--- src/rtl/fp_pkg.sv ---
// Shared types for the fpbus datapath.
// Field widths, operand classes and decoded bundles.
package fp_pkg;

    localparam int FP_EXP_W  = 8;
    localparam int FP_FRAC_W = 23;
    localparam logic [31:0] FP_QNAN = 32'h7FC00000;

    typedef enum logic [2:0] {
        ZERO = 3'd0,
        SUB  = 3'd1,
        NORM = 3'd2,
        INF  = 3'd3,
        QNAN = 3'd4,
        SNAN = 3'd5
    } fp_class_e;

    typedef struct packed {
        logic                 sign;
        logic [FP_EXP_W-1:0]  exp;
        logic [FP_FRAC_W:0]   mant;
        fp_class_e            cls;
    } fp_unpacked_t;

    typedef struct packed {
        logic                 sign_a;
        logic                 sign_b;
        logic [FP_EXP_W-1:0]  exp_a;
        logic [FP_EXP_W-1:0]  exp_b;
        logic [FP_FRAC_W:0]   mant_a;
        logic [FP_FRAC_W:0]   mant_b;
        fp_class_e            cls_a;
        fp_class_e            cls_b;
        logic [FP_EXP_W-1:0]  exp_diff;
        logic                 swapped;
        logic                 special_valid;
        logic [31:0]          special_result;
    } fp_out_t;

    // Magnitude key: raw exponent field then fraction.
    // Subnormals carry effective exponent 1 but raw 0.
    function automatic logic [30:0] fp_mag_key(
        input fp_unpacked_t u
    );
        logic [FP_EXP_W-1:0] e;
        e = (u.cls == SUB) ? 8'h00 : u.exp;
        return {e, u.mant[FP_FRAC_W-1:0]};
    endfunction

    function automatic logic fp_is_nan(
        input fp_unpacked_t u
    );
        return (u.cls == QNAN) || (u.cls == SNAN);
    endfunction

endpackage

--- src/rtl/fp_classify.sv ---
// Field split and classification of one
// raw IEEE-754 single operand.
module fp_classify
    import fp_pkg::*;
(
    input  logic [31:0]  raw,
    input  logic         ftz,
    output fp_unpacked_t unp
);

    logic [FP_EXP_W-1:0]  e;
    logic [FP_FRAC_W-1:0] f;

    assign e = raw[30:23];
    assign f = raw[22:0];

    // Decode exponent/fraction into effective fields and class
    always_comb begin
        unp      = '0;
        unp.sign = raw[31];
        if (e == 8'h00) begin
            if ((f == '0) || ftz) begin
                unp.cls  = ZERO;
                unp.exp  = 8'h00;
                unp.mant = '0;
            end else begin
                unp.cls  = SUB;
                unp.exp  = 8'h01;
                unp.mant = {1'b0, f};
            end
        end else if (e == 8'hFF) begin
            unp.exp  = 8'hFF;
            unp.mant = {1'b1, f};
            if (f == '0)
                unp.cls = INF;
            else if (f[22])
                unp.cls = QNAN;
            else
                unp.cls = SNAN;
        end else begin
            unp.cls  = NORM;
            unp.exp  = e;
            unp.mant = {1'b1, f};
        end
    end

endmodule

--- src/rtl/fp_operand_unpacker.sv ---
// Operand decode stage: classify, order by magnitude,
// flag special results, 2-entry skid output buffer.
module fp_operand_unpacker
    import fp_pkg::*;
#(
    parameter bit FTZ     = 1'b0,
    parameter bit SWAP_EN = 1'b1
) (
    input  logic        clk,
    input  logic        reset,
    input  logic        in_valid,
    output logic        in_ready,
    input  logic [31:0] A,
    input  logic [31:0] B,
    output logic        out_valid,
    input  logic        out_ready,
    output logic        signA,
    output logic        signB,
    output logic [7:0]  exponentA,
    output logic [7:0]  exponentB,
    output logic [23:0] mantissaA,
    output logic [23:0] mantissaB,
    output logic [2:0]  classA,
    output logic [2:0]  classB,
    output logic [7:0]  expDiff,
    output logic        swapped,
    output logic        specialValid,
    output logic [31:0] specialResult
);

    fp_unpacked_t ua;
    fp_unpacked_t ub;
    fp_unpacked_t hi;
    fp_unpacked_t lo;
    fp_out_t      dec;
    logic         swap;

    fp_out_t main_q, main_d;
    fp_out_t skid_q, skid_d;
    logic    main_v_q, main_v_d;
    logic    skid_v_q, skid_v_d;
    logic    in_ready_q, in_ready_d;
    logic    in_fire;
    logic    out_fire;

    fp_classify u_cls_a (
        .raw (A),
        .ftz (FTZ),
        .unp (ua)
    );

    fp_classify u_cls_b (
        .raw (B),
        .ftz (FTZ),
        .unp (ub)
    );

    // Order the pair and resolve special-case results
    always_comb begin
        swap = SWAP_EN && (fp_mag_key(ub) > fp_mag_key(ua));
        hi   = swap ? ub : ua;
        lo   = swap ? ua : ub;

        dec          = '0;
        dec.sign_a   = hi.sign;
        dec.sign_b   = lo.sign;
        dec.exp_a    = hi.exp;
        dec.exp_b    = lo.exp;
        dec.mant_a   = hi.mant;
        dec.mant_b   = lo.mant;
        dec.cls_a    = hi.cls;
        dec.cls_b    = lo.cls;
        dec.exp_diff = hi.exp - lo.exp;
        dec.swapped  = swap;

        if (fp_is_nan(ua) || fp_is_nan(ub)) begin
            dec.special_valid  = 1'b1;
            dec.special_result = FP_QNAN;
        end else if ((ua.cls == INF) && (ub.cls == INF)) begin
            dec.special_valid  = 1'b1;
            dec.special_result = (ua.sign != ub.sign) ? FP_QNAN
                               : {ua.sign, 8'hFF, 23'h0};
        end else if (ua.cls == INF) begin
            dec.special_valid  = 1'b1;
            dec.special_result = {ua.sign, 8'hFF, 23'h0};
        end else if (ub.cls == INF) begin
            dec.special_valid  = 1'b1;
            dec.special_result = {ub.sign, 8'hFF, 23'h0};
        end else if ((ua.cls == ZERO) && (ub.cls == ZERO)) begin
            dec.special_valid  = 1'b1;
            dec.special_result = {ua.sign & ub.sign, 31'h0};
        end
    end

    assign in_fire  = in_valid && in_ready_q;
    assign out_fire = main_v_q && out_ready;

    // Main/skid next state; skid drains into main first
    always_comb begin
        main_d   = main_q;
        skid_d   = skid_q;
        main_v_d = main_v_q;
        skid_v_d = skid_v_q;
        if (out_fire) begin
            if (skid_v_q) begin
                main_d   = skid_q;
                main_v_d = 1'b1;
                skid_v_d = 1'b0;
                if (in_fire) begin
                    skid_d   = dec;
                    skid_v_d = 1'b1;
                end
            end else begin
                main_v_d = in_fire;
                if (in_fire)
                    main_d = dec;
            end
        end else if (in_fire) begin
            if (!main_v_q) begin
                main_d   = dec;
                main_v_d = 1'b1;
            end else begin
                skid_d   = dec;
                skid_v_d = 1'b1;
            end
        end
        in_ready_d = !skid_v_d;
    end

    // State registers; in_ready stays low through reset
    always_ff @(posedge clk) begin
        if (reset) begin
            main_q     <= '0;
            skid_q     <= '0;
            main_v_q   <= 1'b0;
            skid_v_q   <= 1'b0;
            in_ready_q <= 1'b0;
        end else begin
            main_q     <= main_d;
            skid_q     <= skid_d;
            main_v_q   <= main_v_d;
            skid_v_q   <= skid_v_d;
            in_ready_q <= in_ready_d;
        end
    end

    assign in_ready      = in_ready_q;
    assign out_valid     = main_v_q;
    assign signA         = main_q.sign_a;
    assign signB         = main_q.sign_b;
    assign exponentA     = main_q.exp_a;
    assign exponentB     = main_q.exp_b;
    assign mantissaA     = main_q.mant_a;
    assign mantissaB     = main_q.mant_b;
    assign classA        = main_q.cls_a;
    assign classB        = main_q.cls_b;
    assign expDiff       = main_q.exp_diff;
    assign swapped       = main_q.swapped;
    assign specialValid  = main_q.special_valid;
    assign specialResult = main_q.special_result;

endmodule
--- config.mk ---
export PLATFORM = sky130hd
export DESIGN_NAME = fp_operand_unpacker
export DESIGN_NICKNAME = d
export VERILOG_FILES = /design/src/rtl/fp_pkg.sv /design/src/rtl/fp_classify.sv /design/src/rtl/fp_operand_unpacker.sv
export SDC_FILE = /design/constraint.sdc
export NUM_CORES = 1
export LEC_CHECK = 0
export ABC_AREA = 1
export CORE_ASPECT_RATIO = 0.9
export CORE_MARGIN = 4
export CORE_UTILIZATION = 60
export CTS_BUF_LIST = sky130_fd_sc_hd__clkbuf_4 sky130_fd_sc_hd__clkbuf_8
export DETAILED_ROUTE_END_ITERATION = 6
export DONT_BUFFER_PORTS = 1
export PLACE_DENSITY = 0.83
export SLEW_MARGIN = 20
export SYNTH_ARGS = -nofsm -noshare
export SYNTH_HDL_FRONTEND = slang
export SYNTH_SLANG_ARGS = --single-unit
--- constraint.sdc ---
create_clock -name clk -period 2.32 [get_ports clk]
set_clock_uncertainty 0.2 [all_clocks]
set_input_delay 0.232 -clock clk [delete_from_list [all_inputs] [get_ports clk]]
set_output_delay 0.232 -clock clk [all_outputs]
set_load 0.02 [all_outputs]
==> summary.md <==
| Metric | Value |
|---|---|
| Final Util | 72.6% |
| Worst EP required | roughly 2600 ps |
| Final ANT Viol Nets | 0 |
| Cell Count, Final, Fillers Out | 1795 |
| Dpl cells | 1686 |
| Worst hold start | reset |
| Largest cells by area after synthesis | dfxtp_1 (35%), a21oi_1 (13%), inv_1 (10%) |
| Violated checks | hold timing |
| Hpwl dp | just under 20 mm |
| Sequential fraction of the synthesis area | 34.9% |
| Remaining DRCs | 0 |
| Reg area | between 0.003 and 0.004 mm² |
| Sequential share of power | 47.9% |
| Asr flop ratio synth | 0% |
| Status | finished, violations left |
| Synthesized instance count | between 1500 and 2000 |
| Grt ovf | 0 |
| Clock Path Buffers | 2 |
| Clk root buf | clkbuf_8 |
| Reg2Reg Setup Slack | about 75 ps |
| # clock sinks | 173 |
| Pint | 4.62 mW |
| Core area | ~0.016 mm² |
| Max Fclk | 445 MHz |
| Vias | approximately 10000 |
| Crit share post-route | between 90% and 100% |
| Multi-input gate area | 0.00504 mm² |
| CP max FO | 14 |
| Initial antenna violation count | 0 |
| Routability cong. | 1.04 |
| Gate power share | a little over a fifth |
| Max Cap Viol | 0 |
| Via-per-instance ratio | 5.55 |
| Hold WS | -376 ps |
| Main combinational cell family by area after synthesis | compound AO/OA/AOI/OAI gates |
| LEAKAGE | between 5 and 6 nW |
| Unrepaired setup endpoints after global routing | yes |
| Flops & latches, synth | 173 |
| RR Startpoint | in_ready$_SDFF_PP0_ |
| CP startpoint kind | flop |
| Crit Path Class | reg -> reg |
| Post-Synth XOR/XNOR Area | 0.265% |
| WL/cell | 16.4 µm |
| Clock slew at reported path FFs | 100 ps |
| Power Density | between 500 and 600 mW/mm² |
| First-pass GRT wire length | ~44 mm |
| Final Max Tran Viols | 0 |
| Post-synthesis compound-gate area fraction | 25.8% |
| Syn avg cell area | 6.56 µm² |
| Sw Pwr | 2.24 mW |
| Cell variety after synth | 36 |
| Fraction of layout cells with a size suffix above 1 | 13.3% |
| Hold Path Class | in -> reg |
| Peak VDD IR | 0.566 mV |
| Ys flop type | dfxtp_1 |
| Syn Std Cell Area | 0.00992 mm² |
| Adder-cell share of the synthesized area | 4.29% |
| Simple-gate portion of the synthesized area | 17.3% |
| Die X | between 100 and 150 µm |
| Fin nets | 1677 |
| Multiplexer share of the synthesized area | 0% |
| Critical Path Start | in_ready$_SDFF_PP0_ |
| IO Pins | 184 |
| Hold Violations, Final | about 140 |
| FP Rows | 44 |
| Commonest cells post-synth | inv_1 (267), nand2_1 (267), a21oi_1 (248) |
| IO Port Bufs | 0 |
| Clock group share of total power | 31.1% |
| Final min period | 2240 ps |
| Synth-to-Final Area Change | 18.4% |
| Yosys top cell area share | 34.9% |
| DR iter-0 viols | 1057 |
| Worst-Skew Late Latency | 480 ps |
| Worst setup EP type | flop |
| Post-synth EDFFs | 0 |
| Vias in the first global route | 8567 |
| Die area | 0.0187 mm² |
| Tot GR Track Use | 29.6% |
| DRT Pass-1 Iters | 6 |
| Largest net degree at the start of global routing | 164 |
| Crit path arrival time | 2470 ps |
| TritonCTS clock tree | built |
| # setup viols final | 0 |
| Chip height | 130 µm |
| Switch share | roughly 33% |
| Worst-Margin Slew | between 600 and 700 ps |
| Total CTS buffers | 17 |
| # fillers | 1317 |
| Yosys warnings | 0 |
| Total wire length | 29.5 mm |
| Max transition margin | about 54% |
| Starting Density | 61.3% |
| N_diodes | 0 |
| Clock H-tree levels | 4 |
| Synth area leader | dfxtp_1 |
==> repair_timing <==
item / 4_1_cts / 5_1_grt
hold buffers: 56 / 6
gates resized for setup: 0 / 37
setup endpoints to repair: 0 / 41
setup buffers: 0 / 13
hold endpoints to repair: 172 / 141
==> flip-flops by register name, summed over array words and instances (netlist names), 3 cells and up <==
signal and count:
specialResult 3, expDiff 8, classB 3, exponentA 8, skid_q 85, classA 3
exponentB 8, mantissaA 24, mantissaB 24
==> cell usage in the layout, fill, tap and decap left out, types with 2 or more instances in the layout <==
cell / count
o21ai_0: 122
a21o_1: 2
buf_12: 9
nand4_2: 2
inv_6: 4
nor3_1: 2
nand3_1: 27
o21ai_1: 91
nor2_4: 2
a21oi_2: 5
o211ai_1: 9
nor2_1: 42
buf_4: 94
dfxtp_1: 170
o21ai_2: 9
a21oi_1: 247
o21ai_4: 3
nand3_2: 8
clkbuf_8: 19
dfxtp_2: 3
clkbuf_16: 2
xor2_1: 3
ha_1: 26
nand3b_1: 2
nand2_1: 257
conb_1: 22
inv_2: 4
clkinv_4: 2
clkinvlp_4: 4
dlygate4sd3_1: 61
nand2_4: 5
nand2_2: 14
nor4_1: 2
inv_1: 265
nand4_1: 24
ha_4: 7
nor2_2: 4
==> area by class of cell <==
class                   count  area share [%]
clock buffers              19            2.23
clock inverters            13            1.10
inverters                 270            8.63
multi-input cells         946            42.9
flip-flops and latches    173            29.5
well taps                 207            2.20
repair buffers            167            13.4
==> routing by layer <==
layer	vias to the layer above	part of all wire (%)	wire, µm	GRT usage [%]
met5	-	0	0	0
met4	0	1.9	546	7.14
met3	44	9.6	2840	7.99
met2	458	44	13100	45.4
met1	4535	44	13100	41.8
li1	4918	-	-	-
==> power by group through the flow <==
| stage | Sequential, mW | Clock [mW] | Combinational (mW) |
|---|---|---|---|
| detailed placement | 3.36 | 0 | 1.22 |
| global placement | 3.35 | 0 | 1.20 |
| floorplan | 3.33 | 0 | 0.968 |
| CTS | 3.29 | 2.15 | 1.30 |
| finish | 3.29 | 2.13 | 1.44 |
| global route | 3.30 | 2.27 | 1.60 |
==> metrics by stage <==
stage	setup slack [ps]	power, mW	instance area, µm²	hold WS, ps	setup TNS [ps]
after floorplan	-150	4.30	10000	240	-744
final	75.3	6.86	11700	-376	0
after global placement	-286	4.55	10400	111	-8600
after CTS	17.8	6.74	11300	-397	0
after global routing	-33.2	7.17	11700	-402	-77.1
after detailed placement	-362	4.58	10400	115	-14700
==> cell families after synthesis <==
group / count (synthesis)
compound gates: 492
buf+inv: 415
simple gates: 394
flops: 173
fa+ha+maj: 34
xor+xnor: 3
other cells: 1
==> path summary, 6_finish.rpt <==
path | endpoint | cells past startpoint
min reg2reg | expDiff[1]$_SDFFE_PP0P_ | 2
max reg2reg | expDiff[0]$_SDFFE_PP0P_ | 8
max | expDiff[0]$_SDFFE_PP0P_ | 8
min | mantissaB[21]$_SDFFE_PP0P_ | 1
==> worst max-delay path, cell delays in order (launching register included) <==
cell	delay, ps
dfxtp_2	370
nand2_1	100
inv_1	120
o21ai_4	190
buf_12	180
buf_4	220
nand2_1	100
a21oi_1	150
dlygate4sd3_1	550
(Power assumes the default switching activity.)
